File: src/rtl/data_sram_arbiter.sv
// data_sram_arbiter
//   Shares the single data SRAM port between the MEM-stage load/store path
//   (port 0) and a secondary master (port 1). A 4-state FSM sequences the
//   SRAM address/data handshake, a watchdog aborts transactions the SRAM
//   never completes, and a stall request holds the pipeline while port 0 is
//   outstanding.
//
// Ports
//   clk, rst               clock, asynchronous active-low reset
//   mX_req/wr/wstrb/addr/wdata   requester X command, held until mX_done
//   mX_done/err/rdata      completion pulse, watchdog abort flag, load data
//   sram_req/wr/wstrb/addr/wdata sram_addr_ok/data_ok/rdata   SRAM side
//   stallreq_mem           port 0 pending, to the pipeline stall controller
module data_sram_arbiter #(
   parameter int unsigned TIMEOUT  = 255,
   parameter bit          P0_FIRST = 1'b1
) (
   input  logic        clk,
   input  logic        rst,
   input  logic        m0_req,
   input  logic        m0_wr,
   input  logic [3:0]  m0_wstrb,
   input  logic [31:0] m0_addr,
   input  logic [31:0] m0_wdata,
   output logic        m0_done,
   output logic        m0_err,
   output logic [31:0] m0_rdata,
   input  logic        m1_req,
   input  logic        m1_wr,
   input  logic [3:0]  m1_wstrb,
   input  logic [31:0] m1_addr,
   input  logic [31:0] m1_wdata,
   output logic        m1_done,
   output logic        m1_err,
   output logic [31:0] m1_rdata,
   output logic        sram_req,
   output logic        sram_wr,
   output logic [3:0]  sram_wstrb,
   output logic [31:0] sram_addr,
   output logic [31:0] sram_wdata,
   input  logic        sram_addr_ok,
   input  logic        sram_data_ok,
   input  logic [31:0] sram_rdata,
   output logic        stallreq_mem
);

   localparam logic [15:0] WD_LAST = 16'(TIMEOUT - 1);

   typedef enum logic [1:0] {IDLE, ADDR, DATA, RESP} state_t;

   state_t      state_q, state_d;
   logic        owner_q, owner_d;
   logic        last_q, last_d;
   logic [15:0] wd_cnt_q, wd_cnt_d;
   logic        err_q, err_d;
   logic        grant;
   logic        load_payload;
   logic        capture;
   logic [31:0] cap_data;

   always_ff @(posedge clk or negedge rst) begin
      if (!rst) begin
         state_q  <= IDLE;
         owner_q  <= 1'b0;
         last_q   <= P0_FIRST;
         wd_cnt_q <= '0;
         err_q    <= 1'b0;
      end else begin
         state_q  <= state_d;
         owner_q  <= owner_d;
         last_q   <= last_d;
         wd_cnt_q <= wd_cnt_d;
         err_q    <= err_d;
      end
   end

   always_comb begin
      state_d      = state_q;
      owner_d      = owner_q;
      last_d       = last_q;
      wd_cnt_d     = wd_cnt_q;
      err_d        = err_q;
      grant        = 1'b0;
      load_payload = 1'b0;
      capture      = 1'b0;
      cap_data     = '0;
      case (state_q)
         IDLE: begin
            if (m0_req || m1_req) begin
               // Contention goes to the port that did not win last time.
               grant        = (m0_req && m1_req) ? ~last_q : m1_req;
               owner_d      = grant;
               last_d       = grant;
               wd_cnt_d     = '0;
               err_d        = 1'b0;
               load_payload = 1'b1;
               state_d      = ADDR;
            end
         end
         ADDR: begin
            // The watchdog wins over a same-cycle addr_ok; the late data_ok
            // that follows lands in IDLE and is dropped.
            if (wd_cnt_q == WD_LAST) begin
               err_d   = 1'b1;
               capture = 1'b1;
               state_d = RESP;
            end else begin
               wd_cnt_d = wd_cnt_q + 16'd1;
               if (sram_addr_ok) state_d = DATA;
            end
         end
         DATA: begin
            // A data_ok in the final watchdog cycle still completes normally.
            if (sram_data_ok) begin
               capture  = 1'b1;
               cap_data = sram_wr ? '0 : sram_rdata;
               state_d  = RESP;
            end else if (wd_cnt_q == WD_LAST) begin
               err_d   = 1'b1;
               capture = 1'b1;
               state_d = RESP;
            end else begin
               wd_cnt_d = wd_cnt_q + 16'd1;
            end
         end
         RESP: state_d = IDLE;
         default: state_d = IDLE;
      endcase
   end

   always_ff @(posedge clk or negedge rst) begin
      if (!rst) begin
         sram_wr    <= 1'b0;
         sram_wstrb <= '0;
         sram_addr  <= '0;
         sram_wdata <= '0;
         m0_rdata   <= '0;
         m1_rdata   <= '0;
      end else begin
         if (load_payload) begin
            sram_wr    <= grant ? m1_wr : m0_wr;
            sram_wstrb <= grant ? (m1_wr ? m1_wstrb : 4'h0)
                                : (m0_wr ? m0_wstrb : 4'h0);
            sram_addr  <= grant ? m1_addr  : m0_addr;
            sram_wdata <= grant ? m1_wdata : m0_wdata;
         end
         // Each port's rdata register doubles as the capture register, so it
         // holds the last result once done drops.
         if (capture) begin
            if (owner_q) m1_rdata <= cap_data;
            else         m0_rdata <= cap_data;
         end
      end
   end

   assign sram_req     = (state_q == ADDR);
   assign m0_done      = (state_q == RESP) && !owner_q;
   assign m1_done      = (state_q == RESP) &&  owner_q;
   assign m0_err       = m0_done && err_q;
   assign m1_err       = m1_done && err_q;
   assign stallreq_mem = m0_req && !m0_done;

endmodule

File: config.mk
export PLATFORM = sky130hd
export DESIGN_NAME = data_sram_arbiter
export DESIGN_NICKNAME = d
export VERILOG_FILES = /design/src/rtl/data_sram_arbiter.sv
export SDC_FILE = /design/constraint.sdc
export NUM_CORES = 1
export LEC_CHECK = 0
export ABC_AREA = 1
export BUFFER_PORTS_ARGS = -buffer_cell sky130_fd_sc_hd__buf_2
export CORE_UTILIZATION = 49
export CTS_CLUSTER_DIAMETER = 200
export DETAILED_ROUTE_END_ITERATION = 16
export HOLD_SLACK_MARGIN = 0.05
export PLACE_DENSITY = 0.8
export SLEW_MARGIN = 40
export SYNTH_ARGS = -nofsm -noshare
export SYNTH_HDL_FRONTEND = slang
export SYNTH_SLANG_ARGS = --single-unit
File: constraint.sdc
create_clock -name clk -period 2.2 [get_ports clk]
set_input_delay 0.22 -clock clk [delete_from_list [all_inputs] [get_ports clk]]
set_output_delay 0.22 -clock clk [all_outputs]
set_load 0.005 [all_outputs]
## Word level (Yosys, flattened, before mapping)

Index checks and enable logic that the tools add are counted.

- Add/subtract/negate cells: 1
- Equality and inequality tests: 8
- Mux-type cells: 31
- Bitwise logic cells: 2
- Reduce and logical (&&, ||, !) cells: 16

Operators by type and width:

| cell | number |
|---|---|
| $mux 32 | 5 |
| $mux 16 | 3 |
| $pmux 16 s3 | 1 |
| $add 16x1->16 const B | 1 |
| $eq 16x8->1 const B | 1 |
| $mux 4 | 3 |
| $mux 1 | 11 |
| $mux 2 | 5 |
| $pmux 2 s4 | 1 |
| $logic_and 1x1->1 | 6 |
| $reduce_and 2->1 | 3 |
| $reduce_and 3->1 | 2 |
| $eq 2x2->1 const B | 2 |
| $ne 2x2->1 const B | 2 |
| $ne 3x1->1 const B | 1 |
| $ne 3x3->1 const B | 1 |
| $pmux 1 s3 | 1 |
| $reduce_bool 3->1 | 1 |
| $eq 2x1->1 const B | 1 |
| $logic_not 1->1 | 2 |
| $logic_not 2->1 | 1 |
| $not 1->1 | 2 |
| $pmux 1 s2 | 1 |
| $logic_or 1x1->1 | 1 |

- Register bits after elaboration: 154
- Bits of input ports: 176
- Output and inout port bits: 139
- Logic and storage cells: 69

## Longest topological paths before layout

- Word-level depth: 5
- Mapped depth: 11
- Gate-level depth less buffers: 10

## Worst setup path before layout

Ideal clock, no wire load.

- Path kind: reg-to-reg
- Start point: reg state_q[0]
- End point: reg wd_cnt_q[2]
- Setup time: 0.126 ns
- Arrival: 1.595 ns
- Data required time: 2.074 ns
- Slack: 0.479 ns
- Stages on the path, launching flop included: 9
- Buffers on the path: 3
- Period minus slack after synthesis: 1.721 ns
- Path through: dfrtp_1 -> inv_1 -> ha_1 -> buf_2 -> inv_1 -> buf_2 -> o21ai_1 -> buf_2 -> o21ai_0

- Word-level cells in the longest chain between the ends: 3
- Elaborated cells on any way between the ends: 8
- Classes of those cells: eq/ne: 4; mux: 1; reduce/logical: 3

Ends and longest elaborated chain:

| what | line | source |
|---|---|---|
| start, declared | 51 | `state_t state_q, state_d;` |
| start signal, assigned | 69 | `state_q <= state_d;` |
| $eq 2x2->1 (tied with other cells) | 87 | `case (state_q)` |
| $ne 2x2->1 (no source line) / $reduce_bool 3->1 (equally long branches) | -- |  |
| $reduce_and 3->1 (no source line) | -- |  |
| end signal, assigned | 72 | `wd_cnt_q <= wd_cnt_d;` |
| end, declared | 54 | `logic [15:0] wd_cnt_q, wd_cnt_d;` |

Several ways; a longest one is shown, not always the timed one.
A chain may end at the register's enable or synchronous reset.

## Worst setup path after layout

- Start point: reg wd_cnt_q[0]
- End point: reg m0_rdata[26]

- Word-level cells in the longest chain between the ends: 5

Ends and longest elaborated chain:

| what | line | source |
|---|---|---|
| $eq 16x8->1 * | 103, 118 |  |
| $mux 1 * | 103, 118 |  |
| $mux 1 | 114 | `if (sram_data_ok) begin` |
| $pmux 1 s2 * | 87 |  |
| $reduce_and 2->1 (no source line) * | -- |  |
| end signal, assigned | 151 | `else m0_rdata <= cap_data;` |
| end, declared | 27 | `output logic [31:0] m0_rdata,` |

Mark *: on every way between the ends. The rest lies on a longest branch, timed or not.

==> results.cfg <==
[status]
status = finished clean

[place]
dpl.hpwl_um = 16500
dp_cells = 1505
gp_routability_congestion = 0.900
io_buffers = 314

[yosys]
yosysWarnings = 0
syn_area_sq_um = 8050
synthCells = 1015
synthAdderAreaFrac = 0.0109
synth_top_family_by_area = simple AND/OR/NAND/NOR gates
syn_area_per_cell_sq_um = 7.93
synth_flop_cell = dfrtp_1
synthArstFlopShare = 1.00
synth-edff-count = 0
synthMuxAreaShare = 0
synth_compound_area_frac = 0.119
syn_nets = 1198
synth_top_area_share = 0.476
synth-xor-area-share = 0.0109
yosys-top-cells-area = dfrtp_1 (48%), nand2_1 (12%), inv_1 (8.6%), o211ai_1 (6.0%), nand4_1 (5.4%)
synth_top_cell_by_area = dfrtp_1
yosys.area_share.simple = 0.237
ys_ff_latch = 154
ys_types = 35
ys_seq_area_frac = 0.479

[power_and_ir_drop]
powerDensity_nw_per_um2 = 1200
combPwrFrac = 0.402
leakage_nw = 6.15
p_int_w = 0.00755
max-vdd-ir-drop_v = 0.000565
switching_power_w = 0.00498
netSwitchingFraction = 0.397
clkPwrFrac = 0.235
p_seq_frac = 0.364

[grt]
grtUsageTotal = 0.270
grt_max_degree = 65
grt_pass1_wl_um = 35400
grt_pass1_vias = 7152
grt_antenna_before_repair = 1
grt_overflow = 0

[drt]
vias = 7869
initialDrtViolationCount = 626
vias_per_cell = 5.08
drt_pass1_iterations = 5
wl_per_cell_um = 14.9
wl_um = 23100
drc = 0
postRouteAntennaNets = 0

[die]
die_x_um = 130
initial_core_util = 0.505
io_pins = 315
fp-row-count = 46
die_area_sq_um = 16900
fp.dieH_um = 130
core_area_sq_um = 15900

[worst_setup_path]
r2r-start = wd_cnt_q[0]
reg2reg_depth = 9
arrival_ps = 2370
r2r-end = m0_rdata[26]
path_class = reg2reg
crit_required_ps = 2550
cp-end-kind = register
r2r_slack_ps = 180
crit_fanout = 20
start_kind = register

[hold_path]
holdPathStages = 3
hold_start = m1_wdata[13]
min_to = sram_wdata[13]
hold_class = in2reg

[clock_network]
numCtsBuffers = 17
clk_pin_slew_ps = 60
htree_levels = 4
clock-root-buffer = clkbuf_16
cts_tree = done
insertion_delay_ps = 420
clock-sinks = 154
cts_buffer_depth = 2

[cells_and_area]
layout-drive-gt1-share = 0.295
final_nets = 1501
multi_input_comb_area_sq_um = 3080
fin_cells = 1548
fillCellCount = 1353
seq_area_sq_um = 3850
area_growth_pct = 30.2

[sta]
setup_tns_ps = 0
rsz0062_at_grt = no
relSlewSlack = 0.657
fin_skew_ps = 9.06
setup_viol = 0
worst_pin_slew_ps = 513
final_hold_viol_count = 0
period_share = 0.920
max_freq_mhz = 494
period_needed_ps = 2020
finalMaxSlewViolations = 0

[run]
max_cap_violations = 0
## worst max-delay path by stage
| stage | startpoint | endpoint | slack [ps] | cells past startpoint |
|---|---|---|---|---|
| floorplan | state_q[0] | wd_cnt_q[2] | 480 | 8 |
| global placement | wd_cnt_q[0] | m0_rdata[0] | 180 | 9 |
| detailed placement | wd_cnt_q[0] | m0_rdata[0] | 130 | 9 |
| CTS | wd_cnt_q[0] | m0_rdata[24] | 120 | 9 |
| global route | wd_cnt_q[0] | m0_rdata[26] | 20 | 9 |
| finish | wd_cnt_q[0] | m0_rdata[26] | 180 | 9 |
## per-layer routing
layer  part of all wire  track usage  wire (um)
met2               0.49        0.445      11300
met5            0.00035            0          8
met1               0.42        0.347       9600
met3              0.078       0.0619       1800
met4              0.020       0.0971        454
## final cells by class
cell class | instances | area share
Clock buffer | 17 | 0.0406
Tap cell | 216 | 0.0258
Sequential cell | 154 | 0.368
Antenna cell | 1 | 0.000239
Clock inverter | 15 | 0.0158
Multi-Input combinational cell | 607 | 0.294
Timing Repair Buffer | 350 | 0.188
Inverter | 188 | 0.0674
## cell families (layout without fill, tap and decap cells)
kind of cell | Yosys count | count (layout)
DFF | 154 | 154
xor gates and xnor gates | 10 | 10
adders and majority gates | 7 | 7
other | 0 | 1
AOI/OAI and AO/OA | 154 | 154
and+or+nand+nor | 436 | 436
buffers and inverters | 254 | 570
## worst max-delay path: stages, from the launching register on
cell and delay, ps:
dfrtp_1 440, inv_1 110, ha_1 200, nand4_1 160
nor2_4 160, nand3_2 150, nand2_8 160, buf_4 270
nand4_1 180, nand2_1 110
## cells in the mapped netlist, types with 4 or more instances
cell      number
a31oi_1        4
o21ai_0       74
nand3_1       19
o21ai_1        6
o211ai_1      64
inv_1        185
nor2_1        64
nand4_1       69
buf_8         12
nand2_1      266
xor2_1        10
buf_2         33
ha_1           7
dfrtp_1      153
clkbuf_1      18
## cell usage in the layout (no fill, tap or decap), types with 3 or more instances in the layout
cell type        n
inv_6            5
o211ai_1        64
nor3_1           3
clkinv_2         3
dlygate4sd3_1   10
buf_4           16
nand3_1         18
nor2_1          64
clkbuf_16       17
nand4_1         69
nand2_2          3
o21ai_1          6
nor2_4           3
buf_6            4
buf_12           7
nand2_1        266
dfrtp_1        153
buf_2          313
o21ai_0         74
inv_1          185
ha_1             7
xor2_1          10
nand3_2          3
a31oi_1          4
## per-stage QoR
step / utilization / instance area, sq um / worst slack [ps] / power (W) / hold WS, ps
global route: 0.657 / 10500 / 18.6 / 0.0134 / 60.9
CTS: 0.655 / 10400 / 120 / 0.0125 / 50.2
global placement: 0.612 / 9750 / 181 / 0.00938 / 202
finish: 0.657 / 10500 / 177 / 0.0125 / 62.2
detailed placement: 0.612 / 9750 / 127 / 0.00954 / 203
floorplan: - / 8050 / 479 / 0.00757 / -75.6
## power by group through the flow
stage,combinational [W],sequential [W],clock [W]
6_report,0.00503,0.00455,0.00294
5_1_grt,0.00561,0.00467,0.00312
4_1_cts,0.00500,0.00454,0.00300
3_5_place_dp,0.00499,0.00455,0
3_3_place_gp,0.00483,0.00455,0
2_1_floorplan,0.00301,0.00456,0
## repair_timing
| action | CTS | global route |
|---|---|---|
| endpoints found under the hold margin | 54 | 0 |
| hold buffers | 10 | 0 |
| gates resized for setup | 0 | 5 |
| setup endpoints to repair | 0 | 64 |
| setup buffers | 0 | 0 |
## sequential cells by signal, indices dropped and copies added, names as in the netlist
register,flops
m0_rdata,32
m1_rdata,32
sram_addr,32
sram_wdata,32
wd_cnt_q,16
sram_wstrb,4
state_q,2
err_q,1
last_q,1
owner_q,1
sram_wr,1
(Power assumes the default switching activity.)
